File: src/rtl/data_out_stream.sv
// Avalon-MM fed sample FIFO with first-word fall-through output, low-watermark
// and optional overflow interrupts (overflow logic built only with DATA_OUT_STREAM_OVERFLOW_EN).
module data_out_stream #(
    parameter int DATA_W = 16,
    parameter int DEPTH  = 16
) (
    input  logic              clk,
    input  logic              reset,
    input  logic [1:0]        address,
    input  logic              chipselect,
    input  logic              write_n,
    input  logic [31:0]       writedata,
    output logic [31:0]       readdata,
    output logic [DATA_W-1:0] out_port,
    output logic              out_valid,
    input  logic              out_ready,
    output logic              irq
);
    localparam int AW = $clog2(DEPTH);
    localparam int LW = AW + 1;

    logic [DATA_W-1:0] mem_q [DEPTH];
    logic [AW-1:0]     wr_ptr_q, wr_ptr_d, rd_ptr_q, rd_ptr_d;
    logic [LW-1:0]     level_q, level_d, thresh_q, thresh_d;
    logic [31:0]       readdata_q, readdata_d;
    logic              lw_mask_q, lw_mask_d;
    logic              lw_ev_q, lw_ev_d;
    logic              above_q, above_d;
    logic              ovf_mask, ovf_ev;

    logic wr, full, empty, flush, push_req, push, pop, drop, ev_clear, lw_set;
    logic unused_wd;

    assign unused_wd = ^writedata;

    assign wr       = chipselect & ~write_n;
    assign full     = (level_q == LW'(DEPTH));
    assign empty    = (level_q == '0);
    assign flush    = wr && (address == 2'd1) && writedata[2];
    assign push_req = wr && (address == 2'd0);
    assign push     = push_req && !full && !flush;
    assign pop      = !empty && out_ready && !flush;
    assign drop     = push_req && full;
    assign ev_clear = wr && (address == 2'd3);

    // Low-water fires on the first cycle after the level drops to/below the threshold.
    assign above_d  = (level_q > thresh_q);
    assign lw_set   = above_q && !above_d;

    always_comb begin
        wr_ptr_d = wr_ptr_q;
        rd_ptr_d = rd_ptr_q;
        level_d  = level_q;
        if (flush) begin
            wr_ptr_d = '0;
            rd_ptr_d = '0;
            level_d  = '0;
        end else begin
            if (push) wr_ptr_d = wr_ptr_q + AW'(1);
            if (pop)  rd_ptr_d = rd_ptr_q + AW'(1);
            level_d = level_q + LW'(push) - LW'(pop);
        end
    end

    always_comb begin
        lw_mask_d = lw_mask_q;
        thresh_d  = thresh_q;
        lw_ev_d   = lw_ev_q | lw_set;
        if (wr && address == 2'd1) lw_mask_d = writedata[0];
        if (wr && address == 2'd2) thresh_d  = writedata[LW-1:0];
        if (ev_clear)              lw_ev_d   = 1'b0;
    end

    always_comb begin
        readdata_d = '0;
        unique case (address)
            2'd0: begin
                readdata_d[8 +: LW] = level_q;
                readdata_d[1]       = full;
                readdata_d[0]       = empty;
            end
            2'd1:    readdata_d[1:0] = {ovf_mask, lw_mask_q};
            2'd2:    readdata_d[LW-1:0] = thresh_q;
            default: readdata_d[1:0] = {ovf_ev, lw_ev_q};
        endcase
    end

    always_ff @(posedge clk) begin
        if (reset) begin
            wr_ptr_q   <= '0;
            rd_ptr_q   <= '0;
            level_q    <= '0;
            thresh_q   <= '0;
            readdata_q <= '0;
            lw_mask_q  <= 1'b0;
            lw_ev_q    <= 1'b0;
            above_q    <= 1'b0;
        end else begin
            wr_ptr_q   <= wr_ptr_d;
            rd_ptr_q   <= rd_ptr_d;
            level_q    <= level_d;
            thresh_q   <= thresh_d;
            readdata_q <= readdata_d;
            lw_mask_q  <= lw_mask_d;
            lw_ev_q    <= lw_ev_d;
            above_q    <= above_d;
        end
    end

    // Storage is not reset; empty/level gate everything that reads it.
    always_ff @(posedge clk) begin
        if (push) mem_q[wr_ptr_q] <= writedata[DATA_W-1:0];
    end

`ifdef DATA_OUT_STREAM_OVERFLOW_EN
    logic ovf_mask_q, ovf_ev_q;

    always_ff @(posedge clk) begin
        if (reset) begin
            ovf_mask_q <= 1'b0;
            ovf_ev_q   <= 1'b0;
        end else begin
            if (wr && address == 2'd1) ovf_mask_q <= writedata[1];
            if (ev_clear)              ovf_ev_q   <= 1'b0;
            else if (drop)             ovf_ev_q   <= 1'b1;
        end
    end

    assign ovf_mask = ovf_mask_q;
    assign ovf_ev   = ovf_ev_q;
`else
    logic unused_drop;
    assign unused_drop = drop;
    assign ovf_mask    = 1'b0;
    assign ovf_ev      = 1'b0;
`endif

    assign readdata  = readdata_q;
    assign out_valid = !empty;
    assign out_port  = empty ? '0 : mem_q[rd_ptr_q];
    assign irq       = (lw_ev_q & lw_mask_q) | (ovf_ev & ovf_mask);

endmodule

File: config.mk
export PLATFORM = sky130hd
export DESIGN_NAME = data_out_stream
export DESIGN_NICKNAME = d
export VERILOG_FILES = /design/src/rtl/data_out_stream.sv
export SDC_FILE = /design/constraint.sdc
export NUM_CORES = 1
export LEC_CHECK = 0
export CORE_MARGIN = 10
export CORE_UTILIZATION = 31
export DETAILED_ROUTE_END_ITERATION = 7
export DONT_BUFFER_PORTS = 1
export HOLD_SLACK_MARGIN = 0.06
export SLEW_MARGIN = 20
export SYNTH_ARGS = -nofsm -noshare
export SYNTH_HDL_FRONTEND = slang
export SYNTH_SLANG_ARGS = --single-unit
File: constraint.sdc
create_clock -name clk -period 3.56 [get_ports clk]
set_clock_uncertainty 0.1 [all_clocks]
set_input_delay 0.356 -clock clk [delete_from_list [all_inputs] [get_ports clk]]
set_output_delay 0.356 -clock clk [all_outputs]
set_load 0.01 [all_outputs]
# Yosys cells after proc, flatten, opt, wreduce, memory -nomap -nowiden
# Memories as Yosys holds them, arrays and structs flattened. A register that Yosys moved wholly into a read port is not among the register bits.
# Index checks and enable logic that the tools add are counted.
# word_totals
regBits	53
latch_bits	0
mem_bits_rw	256
romBits	0
output_inout_bits	50
mem_count	1
# classes
addsub	4
multipliers	0
div_mod_pow	0
n_lt_le_gt_ge	1
n_eq_ne	4
shifts	0
n_mux	6
bitwise_logic	6
n_reduce_logical	20
# memory_table
memory	depth	width	read_ports	rd_ports_with_merged_regs	wr	line	text
mem_q	16	16	1	1	1	22	logic [DATA_W-1:0] mem_q [DEPTH];
# ops
cell	n
2-to-1 mux 16 bit	1
logical AND 1 bit	10
adder 4 x 1 -> 4 bit, second input constant	2
2-to-1 mux 4 bit	2
OR reduction 2 bit	4
case mux 2 bit (3 select lines)	1
adder 5 x 1 -> 5 bit	1
== test 5 bit, second input constant	1
greater-than comparator 5 bit	1
zero test 5 bit	1
subtractor 5 x 1 -> 5 bit	1
== test 2 bit, second input constant	2
zero test 1 bit	4
NOT 1 bit	3
bitwise AND 1 bit	2
== test 2 x 1 -> 1 bit, second input constant	1
zero test 2 bit	1
2-to-1 mux 1 bit	2
bitwise OR 1 bit	1

# Longest topological paths before layout
# Gate-level depths: netlist of run 1.
# logic_depth
depth_word	8
mapped_depth	14
mapped_depth_nobuf	13

# Worst setup path after synthesis of run 1
# OpenSTA, ideal clock, no wires.
# synth_path
path_type	input-to-reg
from	input port address[1]
to	memory mem_q[0][0], enable pin
t_arrival_ns	2.384
t_required_ns	3.051
path_slack_ns	0.667
path_stages	6
path_buffers	2
path_cell_list	buf_2 -> nor4b_2 -> and2_1 -> buf_2 -> nand2_1 -> nor3_1
# synth_via
elab_chain_cells	7
# synth_rtl
item	line	text
start, declared	9	input logic [1:0] address,
== test 2 x 1 -> 1 bit	39	assign flush = wr && (address == 2'd1) && writedata[2];
logical AND 1 bit (2 in series)	39	
zero test 1 bit	41	assign push = push_req && !full && !flush;
logical AND 1 bit *	41	
2-to-1 mux 1 bit *	112	if (push) mem_q[wr_ptr_q] <= writedata[DATA_W-1:0];
2-to-1 mux 1 bit (implied by the code) *	112	
end, declared	22	
# Mark *: on every way between the ends. The rest lies on a longest branch, timed or not.

==> impl_metrics.csv, run 1 <==
group,metric,value,unit
synth,avgSynthCellArea,18.73,µm²
clock_network,cts_resized,0,
global_routing,grt_pass1_wl,38270,µm
synth,synth_mux_area_share,14.42,%
sta,setup_viol,0,
status,status,"completed",
critical_path,setup.worst_path.class,"reg -> out",
sta,fin_crit,3.219,ns
sta,finalMaxSlewViolations,0,
synth,synth_top_family_by_area,"multiplexers",
synth,synth_compound_area_share,3.159,%
power,leakage,0.004266,µW
floorplan,fp.dieW,214.5,µm
synth,yosys.area_share.simple,4.685,%
routing,drc,0,
clock_network,cts_buffers,29,
routing,ant_nets,0,
synth,ys_ff_latch,291,
sta,tns,0,ns
global_routing,antenna_found_initial,0,
critical_path,worstPathRequired,3.10,ns
clock_network,cts_root_buf,"clkbuf_16",
clock_network,clockBufferDepth,3,
clock_network,numClockSinks,291,
sta,relSlewSlack,46.02,%
synth,ys_top_cells_by_count,"edfxtp_1, mux4_2, nor2_1",
synth,synth_top_area_share,65.57,%
clock_network,clk_pin_slew,0.06,ns
sta,post-route-period-util,90.41,%
power,peakVddDrop,0.4361,mV
min_path,hp-class,"in -> reg",
synth,yosys.area.top_type,"edfxtp_1",
global_routing,gr-total-overflow,0,
sta,worst_slew_pin_slew,0.8049,ns
critical_path,start_kind,"register",
global_routing,grt.total_usage,10.74,%
finish,instances_no_fill,1215,
synth,synth_most_common_cell,"edfxtp_1",
synth,synth_enable_flop_cells,256,
clock_network,cts_tree,"done",
synth,netlist_area,0.01172,mm²
routing,routed_wl,25300,µm
critical_path,worstPathArrival,2.76,ns
clock_network,postCtsSetupRepairBufs,0,
synth,synth_cells,626,
synth,synth_xor_area_share,0.6724,%
sta,hold_violations,0,
clock_network,cts-htree-levels,1,
floorplan,start_util,31.27,%
routing,drt_iter0_drc,386,
finish,nets,737,
routing,drt-vias-per-instance,4.787,
sta,whs,0.08927,ns
synth,synth_fa_ha_area_share,1.772,%
floorplan,die-area,0.04600,mm²
power,total_power,8326,µW
synth,ys.flop_type,"edfxtp_1",
global_routing,grt_pass1_vias,6099,
place,dp_cells,1137,
finish,postLayoutCoreUtil,36.12,%
critical_path,end_kind,"output pin",
floorplan,ios,89,
place,port_buffers,0,
routing,wl_per_cell,20.82,µm
finish,antenna_cells,0,
place,routabilityCongestion,0.7428,
floorplan,rows,71,
place,dp_hpwl,14790,µm
synth,synthArstFlopShare,0,%
finish,syn2layout_area_growth,15.49,%
finish,drive_gt1_share,22.30,%
routing,first_pass_iters,5,
routing,vias,5816,
power,powerDensity,614.9,mW/mm²
floorplan,core-area,0.03749,mm²
synth,synth_area_leaders,"edfxtp_1, mux4_2, dfxtp_1",
sta,fmax,310.7,MHz
global_routing,grt_max_degree,49,
clock_network,insertion_delay,0.54,ns
floorplan,die_h,214.5,µm
synth,yosys_warnings,0,
synth,ys_seq_area_share,71.55,%
flow_run,cap_violations,0,
synth,ys_types,40,
critical_path,crit_fanout,36,
sta,grt_setup_unrepaired,"false",
-- stage by stage --
stage / cell area [µm²] / worst slack, ns
floorplan: 11800 / 0.6668
global placement: 12410 / 0.6249
detailed placement: 12410 / 0.6248
CTS: 13540 / 0.2922
global route: 13540 / 0.1441
finish: 13540 / 0.3414
-- worst max-delay path, stage by stage (launching register included) --
cell      delay [ns]
dfxtp_4         0.61
buf_12          0.32
mux4_2          0.52
nor2b_1         0.15
a211oi_1        0.29
a211oi_1        0.11
buf_4           0.19
-- final timing paths --
path / from / endpoint / slack [ns] / cells past startpoint
max reg2reg: level_q[2] / level_q[4] / 0.63 / 13
min reg2reg: thresh_q[2] / readdata[2] / 0.39 / 1
min: address[0] / lw_ev_q / 0.09 / 3
max: register / out_port[12] / 0.34 / 6
-- cells in the final DEF (no fill, tap or decap), types with 3 or more instances in the layout --
cell / n
edfxtp_1: 256
mux4_2: 58
nor2_1: 32
dfxtp_1: 32
buf_4: 31
a211oi_1: 29
clkbuf_16: 29
dlygate4sd3_1: 25
conb_1: 22
mux2i_1: 20
inv_1: 17
nor2b_1: 17
ha_1: 15
nor2_2: 12
nand2_1: 8
a21oi_1: 8
clkbuf_1: 8
and2_1: 7
mux4_1: 7
clkinv_1: 7
a211oi_2: 6
xnor2_1: 6
nor3_1: 5
nor3_2: 4
and3_1: 4
nand2b_1: 3
nand3_1: 3
xor2_1: 3
clkinv_2: 3
-- registers in the layout (all words and copies together) (netlist names), named ones only --
name and cells:
level_q 5, above_q 1, lw_mask_q 1, readdata 10
thresh_q 5, wr_ptr_q 4, mem_q 256, lw_ev_q 1
rd_ptr_q 4
-- cells by family after synthesis --
logic type	after synthesis
DFF	291
and+or+nand+nor	105
muxes	85
buffers and inverters	71
AOI/OAI and AO/OA	48
adders and majority gates	16
xor gates and xnor gates	9
other	1
-- layout make-up --
| class | count | area, µm² |
|---|---|---|
| clock buffer | 37 | 755.7 |
| clock inverter | 16 | 122.6 |
| fill | 3541 | 23950 |
| inverter | 17 | 63.81 |
| multi-input combinational | 285 | 3038 |
| sequential | 291 | 8397 |
| tap | 511 | 639.4 |
| timing repair buffer | 58 | 523.0 |
-- metal layers --
layer	global-route usage (%)	routed length, µm	vias to the layer above
met2	16.67	11560	179
met5	0	0	-
met4	2.009	387	0
li1	-	-	2550
met3	2.370	1783	37
met1	15.24	11570	3050
-- power by group --
group | leakage, µW | internal [µW] | switching, µW | total [µW]
combinational | 0.00126 | 726 | 782 | 1510
clock | 0.000420 | 1580 | 1260 | 2840
sequential | 0.00259 | 3780 | 203 | 3980
-- timing repair --
| action | CTS | global route |
|---|---|---|
| hold buffers | 25 | 0 |
| hold endpoints to repair | 281 | 0 |
| endpoints found under the setup margin | 0 | 0 |
(Power assumes the default switching activity.)
==> run 2: changes to the inputs <==
Settings changed: ABC_AREA from default to 1.
==> impl_metrics.csv, run 2 <==
group,metric,value,unit
synth,ys_seq_area_share,69.58,%
global_routing,grt.total_usage,12.48,%
sta,hold_violations,0,
global_routing,grtUsageMet3,1.969,%
routing,vias,7800,
global_routing,globalRouteMet1Util,17.34,%
finish,layout_commonest_cell,"nand2_1",
global_routing,antenna_found_initial,0,
critical_path,worstPathRequired,3.10,ns
clock_network,cts_root_buf,"clkbuf_16",
clock_network,clk_pin_slew,0.06,ns
power,peakVddDrop,0.4918,mV
synth,yosys_warnings,0,
routing,first_pass_iters,5,
clock_network,postCtsSetupRepairBufs,0,
routing,ant_nets,0,
synth,synth_enable_flop_cells,256,
sta,relSlewSlack,41.83,%
floorplan,start_util,31.27,%
clock_network,insertion_delay,0.55,ns
routing,drt_iter0_drc,738,
critical_path,cp_num_buf_inv,2,
floorplan,die-area,0.04718,mm²
critical_path,cp_slowest_cell,"a21oi_1",
finish,mostFrequentLayoutCells,"nand2_1, edfxtp_1, nand3_1",
sta,tns,0,ns
routing,routed_wl,29870,µm
critical_path,rrSetupSlack,0.83,ns
clock_network,cts-htree-levels,1,
synth,ys_ff_latch,291,
place,routabilityCongestion,0.8256,
floorplan,rows,72,
routing,wl_per_cell,18.09,µm
floorplan,ios,89,
critical_path,r2r-start,"level_q[2]",
min_path,whs_endpoint,"lw_mask_q",
synth,synth_top_area_share,63.77,%
global_routing,grt_pass1_wl,46400,µm
status,status,"completed",
synth,synth_area_leaders,"edfxtp_1, nand2_1, nand3_1",
place,dp_hpwl,17760,µm
critical_path,rr_endpoint,"level_q[4]",
finish,instances_no_fill,1651,
sta,fmax,305.4,MHz
place,place_ws,0.8031,ns
critical_path,cp_top_family,"buffers and inverters",
sta,grt_setup_unrepaired,"false",
critical_path,critPathLaunch,"level_q[2]",
place,dp_cells,1573,
finish,postLayoutCoreUtil,35.73,%
synth,avgSynthCellArea,11.13,µm²
power,leakage,0.004975,µW
clock_network,clockBufferDepth,3,
routing,drt-vias-per-instance,4.724,
synth,ys.flop_type,"edfxtp_1",
global_routing,use_met2,20.01,%
min_path,hold_depth,5,
finish,fillerInstances,3792,
synth,netlist_area,0.01206,mm²
global_routing,grt_pass1_vias,7809,
finish,syn2layout_area_growth,14.28,%
global_routing,top_usage_layer,"met2",
finish,drive_gt1_share,7.855,%
synth,synth_most_common_cell,"nand2_1",
critical_path,crit_fanout,17,
finish,nets,1165,
finish,regMostFlops,"mem_q",
clock_network,cts_tree,"done",
place,place_area,0.01261,mm²
sta,worst_slew_pin_slew,0.8726,ns
sta,post-route-period-util,91.99,%
floorplan,fp.dieW,217.2,µm
sta,setup_viol,0,
synth,ys_types,24,
global_routing,grt_max_degree,129,
critical_path,start_kind,"register",
place,port_buffers,0,
sta,finalMaxSlewViolations,0,
sta,fin_crit,3.275,ns
global_routing,gr-total-overflow,0,
finish,largest_register_ffs,256,
clock_network,numClockSinks,291,
min_path,worstHoldStart,"write_n",
power,powerDensity,615.8,mW/mm²
routing,drc,0,
floorplan,die_h,217.2,µm
sta,layout_setup_ws,0.2851,ns
finish,regArea,0.008393,mm²
critical_path,cp_cell_sequence,"inv_1 -> ha_1 -> nand4_1 -> clkinv_1 -> a21oi_1",
critical_path,end_kind,"output pin",
floorplan,core-area,0.03856,mm²
clock_network,cts_buffers,30,
synth,synth_cells,1083,
finish,multi_input_area,0.003186,mm²
critical_path,setup.worst_path.class,"reg -> out",
min_path,hp-class,"in -> reg",
finish,antenna_cells,0,
flow_run,cap_violations,0,
finish,design_area,0.01378,mm²
synth,yosys.area.top_type,"edfxtp_1",
synth,synthArstFlopShare,0,%
critical_path,worstPathArrival,2.82,ns
critical_path,reg2reg_depth,14,
critical_path,cpPeakStageDelay,0.72,ns
synth,ys_top_cells_by_count,"nand2_1, edfxtp_1, nand3_1",
clock_network,cts_resized,0,
==> run 2: cell types whose count changed in the layout (fill, tap and decap cells not counted), moves of 7 or more <==
cell,delta
nor2b_1,-17
mux2i_1,-20
and2_1,-7
nor2_1,-13
inv_1,+17
nand2_1,+349
a21oi_1,+32
buf_4,-7
o21ai_0,+12
mux4_2,-58
a211oi_1,-29
nand3_1,+201
mux4_1,-7
==> run 2: power by group <==
group / switching (µW) / total [µW] / internal, µW
Sequential: 46.8 / 3820 / 3770
Clock: 1290 / 2980 / 1690
Combinational: 1200 / 1680 / 483
==> run 2: per-layer routing <==
| metal | share of wire, % | vias up |
|---|---|---|
| met5 | 0 | - |
| met4 | 2.2 | 0 |
| met2 | 47 | 222 |
| li1 | - | 3747 |
| met3 | 5.6 | 52 |
| met1 | 46 | 3779 |
==> run 2: how the worst max path moves through the flow <==
stage,to,slack [ns],cells past startpoint
after floorplan,level_q[4],1.17,14
after global placement,level_q[4],0.85,14
after detailed placement,level_q[4],0.80,14
after CTS,out_port[4],0.27,5
after global routing,out_port[4],0.13,5
final,out_port[4],0.29,5
==> run 2: timing repair <==
action,4_1_cts,5_1_grt
hold buffers,23,0
setup endpoints to repair,0,0
endpoints found under the hold margin,276,0
==> run 2: layout make-up <==
type                            instances  area share [%]
Sequential cell                       291           60.92
Multi-Input combinational cell        700           23.12
Clock buffer                           35           5.585
Tap cell                              518           4.704
Timing Repair Buffer                   50           3.415
Clock inverter                         20           1.235
Inverter                               37           1.017
==> run 2: cells by family after synthesis <==
family	synth area share, %
AO/OA/AOI/OAI	2.335
XOR/XNOR	0.2907
adder cells (fa/ha/maj)	1.723
buffers and inverters	4.982
flip-flops	69.58
other	0.03111
AND/OR/NAND/NOR	21.06
==> run 2: per-stage QoR <==
stage | hold slack [ns] | total power (µW)
4_1_cts | 0.08589 | 8556
3_5_place_dp | 0.3317 | 5513
2_1_floorplan | 0.3284 | 5125
6_report | 0.1072 | 8484
5_1_grt | 0.1692 | 8903
3_3_place_gp | 0.3301 | 5491
==> run 2: worst reg2reg max path, cell delays in order, from the launching register on <==
cell and delay, ns:
dfxtp_1 0.33, inv_1 0.11, ha_1 0.17, nand4_1 0.25
nand2_1 0.14, inv_1 0.10, nand2_1 0.16, nand2_1 0.08
nand2_1 0.06, ha_1 0.16, inv_1 0.06, fa_1 0.42
nand3b_1 0.20, a21o_1 0.19, a21oi_1 0.12
